==> src/rtl/fault_inject_ctrl.sv <==
// fault_inject_ctrl: timed XOR fault-mask sequencer aligned to pipeline-advance cycles
module fault_inject_ctrl #(
    parameter int WIDTH = 32,
    parameter int CNTW  = 16
) (
    input  logic             clk,
    input  logic             reset,
    input  logic             arm,
    input  logic             abort,
    input  logic             adv,
    input  logic [CNTW-1:0]  delay,
    input  logic [CNTW-1:0]  dur,
    input  logic [WIDTH-1:0] mask,
    output logic [WIDTH-1:0] flip_mask,
    output logic             busy,
    output logic             inj_active,
    output logic             done,
    output logic [7:0]       inj_count
);
    typedef enum logic [1:0] {IDLE, WAIT, INJECT, DONE} state_t;
    state_t state, state_n;
    logic [CNTW-1:0]  cnt, rem, dur_q;
    logic [WIDTH-1:0] mask_q;
    always_ff @(posedge clk) begin
        if (!reset) state <= IDLE;
        else        state <= state_n;
    end
    always_comb begin
        state_n = state;
        case (state)
            IDLE:    state_n = arm ? WAIT : IDLE;
            WAIT:    state_n = (cnt == '0) ? INJECT : WAIT;
            INJECT:  state_n = (adv && rem == '0) ? DONE : INJECT;
            default: state_n = IDLE;
        endcase
        if (abort) state_n = IDLE;
    end
    always_comb begin
        flip_mask  = (state == INJECT) ? mask_q : '0;
        busy       = state != IDLE;
        inj_active = state == INJECT;
        done       = state == DONE;
    end
    // Counters only step on advance cycles so the fault lines up with what the register captures
    always_ff @(posedge clk) begin
        if (!reset) begin
            cnt       <= '0;
            rem       <= '0;
            dur_q     <= '0;
            mask_q    <= '0;
            inj_count <= '0;
        end else begin
            if (state == IDLE && arm && !abort) begin
                cnt    <= delay;
                dur_q  <= dur;
                mask_q <= mask;
            end
            if (state == WAIT && cnt != '0 && adv) cnt <= cnt - 1'b1;
            if (state == WAIT && cnt == '0) rem <= (dur_q == '0) ? '0 : dur_q - 1'b1;
            if (state == INJECT && adv && rem != '0) rem <= rem - 1'b1;
            if (state == DONE && !abort && inj_count != 8'hFF) inj_count <= inj_count + 1'b1;
        end
    end
endmodule

==> config.mk <==
export PLATFORM = sky130hd
export DESIGN_NAME = fault_inject_ctrl
export DESIGN_NICKNAME = d
export VERILOG_FILES = /design/src/rtl/fault_inject_ctrl.sv
export SDC_FILE = /design/constraint.sdc
export NUM_CORES = 1
export LEC_CHECK = 0
export CORE_UTILIZATION = 54
export CTS_CLUSTER_SIZE = 12
export DETAILED_ROUTE_END_ITERATION = 8
export HOLD_SLACK_MARGIN = 0.1
export PLACE_DENSITY_LB_ADDON = 0.08
export SYNTH_ARGS = -nofsm -noshare
export SYNTH_HDL_FRONTEND = slang
export SYNTH_SLANG_ARGS = --single-unit
==> constraint.sdc <==
create_clock -name clk -period 5.3 [get_ports clk]
set_input_delay 0.795 -clock clk [delete_from_list [all_inputs] [get_ports clk]]
set_output_delay 0.795 -clock clk [all_outputs]
set_load 0.05 [all_outputs]
# Word-level counts from Yosys, hierarchy flattened
# Index checks and enable logic that the tools add are counted.
[classes] n_addsub=4 multipliers=0 n_div=0 order_cmp=0 eq_ne=4 shift=0 n_mux=10 bitwise=1 n_reduce_logical=21
[op_table] op="$mux W16" count=5
[op_table] op="$logic_not A16 Y1" count=3
[op_table] op="$sub A16 B1 Y16 const B" count=3
[op_table] op="$mux W32" count=1
[op_table] op="$reduce_bool A16 Y1" count=2
[op_table] op="$logic_and A1 B1 Y1" count=10
[op_table] op="$add A8 B1 Y8 const B" count=1
[op_table] op="$ne A8 B8 Y1 const B" count=1
[op_table] op="$pmux W2 S3" count=1
[op_table] op="$reduce_bool A2 Y1" count=3
[op_table] op="$eq A2 B2 Y1 const B" count=2
[op_table] op="$eq A2 B1 Y1 const B" count=1
[op_table] op="$logic_not A2 Y1" count=1
[op_table] op="$mux W1" count=2
[op_table] op="$mux W2" count=1
[op_table] op="$reduce_or A2 Y1" count=1
[op_table] op="$logic_not A1 Y1" count=1
[op_table] op="$not A1 Y1" count=1
[totals] reg_bits=90 latchBits=0 ramBits=0 rom_bits=0 input_bits=69 out_inout_bits=43 elab_cells=46 mem_count=0

# Logic depth before layout (Yosys ltp)
[depth] depth_word=5 mapped_depth=8 ltp_nobuf=7

# Least setup slack after synthesis
# OpenSTA, ideal clock, no wires.
[synth_path] kind="reg2out" from="reg state[0]" to="out flip_mask[23]" arrival_ns=1.821 t_required_ns=4.505 path_slack_ns=2.684 stages_incl_launch_ff=5 n_path_buf=2 path_cell_list="dfxtp_1 > clkbuf_1 > nor2b_1 > clkbuf_1 > and2_1"
[synth_via] elab_chain_len=2
[synth_lines] element="start, declared" line="21" text="state_t state, state_n;"
[synth_lines] element="start signal, assigned" line="26" text="else state <= state_n;"
[synth_lines] element="$eq A2 B2 Y1"
[synth_lines] element="net inj_active" line="16" text="output logic inj_active,"
[synth_lines] element="$mux W32" line="39" text="flip_mask = (state == INJECT) ? mask_q : '0;"
[synth_lines] element="end, declared" line="14" text="output logic [WIDTH-1:0] flip_mask,"
# The timed path passes the listed nets, and every way through them passes these cells.

# Final worst setup path
[layout_path] from="reg state[1]" to="out flip_mask[1]"
[layout_via] elab_chain_len=2
[layout_lines] element="$eq A2 B2 Y1" line="39"
[layout_lines] element="$mux W32" line="39"
# No other way between the ends.

==> results.yml <==
status:
  outcome: "finished, final reports clean"
placement:
  gp_congestion: 0.840
  hpwl_um: 8380
  port_buffers: 111
  place_inst: 771
global_routing:
  grtUsageTotal: 0.275
  antenna_found_initial: 0
  grt_pass1_vias: 4220
  grt_pass1_wl_um: 19400
  grt_overflow_total: 0
  grt_start_max_net_pins: 67
setup_path:
  crit_buf_inv: 2
  cp_top_family: "buffers and inverters"
  startpoint_type: "flip-flop"
  crit_path_max_incr_delay_ns: 0.83
  crit_slowest_cell: "clkdlybuf4s50_1"
  path_max_fanout: 33
  crit_path_end_kind: "output port"
  arrival_ns: 2.36
  critPathKind: "flip-flop to output port"
  crit_path_cell_trace: "nor2b_1, buf_4, and2_1, clkdlybuf4s50_1"
  crit_required_ns: 4.51
cts:
  hold_buffers: 0
  worstSkewPairLatency_ns: 0.36
  cts-buffers-inserted: 9
  clock-sinks: 90
  post_cts_buffers: 0
  cts_tree: "yes"
  clock_path_buffers: 2
  clockRootBuffer: "clkbuf_8"
  cts_resized: 0
  cts_max_level: 3
  clk_pin_slew_ns: 0.08
die:
  dieArea_mm2: 0.00894
  start_util: 0.560
  core_mm2: 0.00826
  fp-row-count: 33
  io-pin-count: 112
  die_w_um: 94.5
  die_h_um: 94.5
detailed_routing:
  dr_total_vias: 4630
  drt-initial-drc-count: 169
  via_per_inst: 5.88
  drtAntennaViolNets: 0
  drt_pass1_iterations: 5
  wl_um: 12100
  avgRoutedWirePerCell_um: 15.4
  drc: 0
synthesis:
  synth.area.top_cells: "dfxtp_1 39%, nand2_1 10%, a21oi_1 6.5%"
  synth_ff_type: "dfxtp_1"
  synth_top_area_frac: 0.390
  synth_edf_count: 0
  synth_cell_types: 63
  yosysMostFrequentCell: "nand2_1"
  avgSynthCellArea_um2: 7.86
  synthesis.area_mm2: 0.00462
  synth_warnings: 0
  ys_top_cells_by_count: "125 x nand2_1, 90 x dfxtp_1, 60 x a21oi_1, 35 x and2_1, 32 x clkbuf_1"
  ys_seq_area_frac: 0.390
  yosys.area.top_type: "dfxtp_1"
  ys_async_sr_fraction: 0
  synth_seq_cells: 90
  synth_cells: 588
  syn-num-nets: 662
power_and_ir_drop:
  p_sw_frac: 0.302
  p_comb_frac: 0.202
  pwr-share-seq: 0.510
  p_sw_mw: 0.434
  peakVddDrop_uv: 131
  p_int_mw: 1.01
  p_leak_nw: 2.16
  power_density_mw_per_mm2: 243
  clockPowerShare: 0.288
min_path:
  hold_path_class: "flip-flop to flip-flop"
sta:
  drv_slew: 0
  setup-tns-final_ns: 0
  min_period_over_period: 0.596
  setup_viol: 0
  tightest_slew_ns: 0.970
  grt_setup_unrepaired: "no"
  final_hold_viol_count: 0
  timing.fmax_mhz: 317
  fin_skew_ns: 0.0151
  min_period_ns: 3.16
  max_slew_margin: 0.350
final_layout:
  num_antenna_cells: 0
  drive_gt1_frac: 0.0543
  layout.nets: 751
  nFillCells: 675
  instances_no_fill: 787
  area_growth_pct: 27.9
flow_run:
  drv_cap: 0
-- metal layers --
metal,track usage,vias up,share of wire
li1,-,2274,-
met1,0.338,2171,0.42
met2,0.454,160,0.48
met3,0.0765,25,0.078
met4,0.110,0,0.023
met5,0,-,0
-- through the flow --
| stage | power, mW | setup slack, ns | hold slack, ns | utilization | area (um2) |
|---|---|---|---|---|---|
| detailed placement | 1.04 | 2.30 | 0.442 | 0.697 | 5750 |
| CTS | 1.44 | 2.15 | 0.454 | 0.716 | 5920 |
| finish | 1.44 | 2.14 | 0.455 | 0.716 | 5920 |
| global route | 1.51 | 2.00 | 0.479 | 0.716 | 5920 |
| global placement | 1.03 | 2.31 | 0.437 | 0.697 | 5750 |
| floorplan | 0.939 | 2.68 | 0.432 | - | 4620 |
-- tightest hold or removal path, cell delays in order, from the launching register on --
cell	delay, ns
dfxtp_1	0.31
nand2_1	0.05
a21oi_1	0.05
-- path summary, 6_finish.rpt --
check                           startpoint            to  slack (ns)  depth (start not counted)
worst min register to register   mask_q[7]     mask_q[7]        0.45                          2
worst max register to register      rem[0]        rem[2]        2.74                          7
worst max-delay path              state[1]  flip_mask[1]        2.14                          4
worst min-delay path             mask_q[7]     mask_q[7]        0.45                          2
-- power groups by stage --
stage                     clock network [mW]  logic [mW]  registers [mW]
after detailed placement                   0       0.287           0.749
final                                  0.414       0.292           0.734
after global routing                   0.446       0.322           0.739
after global placement                     0       0.280           0.747
after CTS                              0.419       0.289           0.734
after floorplan                            0       0.197           0.742
-- layout by cell type (no fill, tap or decap), types with 3 or more instances in the layout --
master	count
a211oi_1	3
a21oi_1	60
a31oi_1	13
and2_1	35
and3_1	7
buf_4	4
clkbuf_1	3
clkbuf_8	9
clkdlybuf4s50_1	111
dfxtp_1	90
ha_1	5
inv_1	8
mux2i_1	3
nand2_1	125
nand2b_1	3
nand3_1	20
nand3b_1	3
nand4_1	8
nand4b_1	3
nor2_1	25
nor2b_1	4
nor3_1	19
nor3_2	3
nor4_1	9
o211a_1	4
o21a_1	4
o21ai_0	8
o311ai_0	5
o31a_1	11
o31ai_1	4
or2_2	3
or3_1	9
xnor2_1	8
xor2_1	8
-- layout make-up --
class                   count  area, um2  area share
well taps                 105        131      0.0222
clock buffers              12        135      0.0228
inverters                   9       33.8     0.00571
multi-input cells         452       2640       0.447
repair buffers            115       1140       0.193
clock inverters             4       28.8     0.00486
flip-flops and latches     90       1800       0.305
-- flip-flops by register name, indices dropped and copies added, names as in the netlist --
| register | count |
|---|---|
| inj_count | 8 |
| dur_q | 16 |
| mask_q | 32 |
| state | 2 |
| cnt | 16 |
| rem | 16 |
-- kinds of logic (layout without fill, tap and decap cells) --
family / count (synthesis) / in the layout / share of synthesized area
adders and majority gates: 5 / 5 / 0.0135
muxes: 4 / 4 / 0.00893
and+or+nand+nor: 291 / 291 / 0.323
buffers and inverters: 46 / 140 / 0.0400
DFF: 90 / 90 / 0.390
AOI/OAI and AO/OA: 136 / 136 / 0.195
xor gates and xnor gates: 16 / 16 / 0.0303
Note: power is estimated with default switching activity, not from simulation.
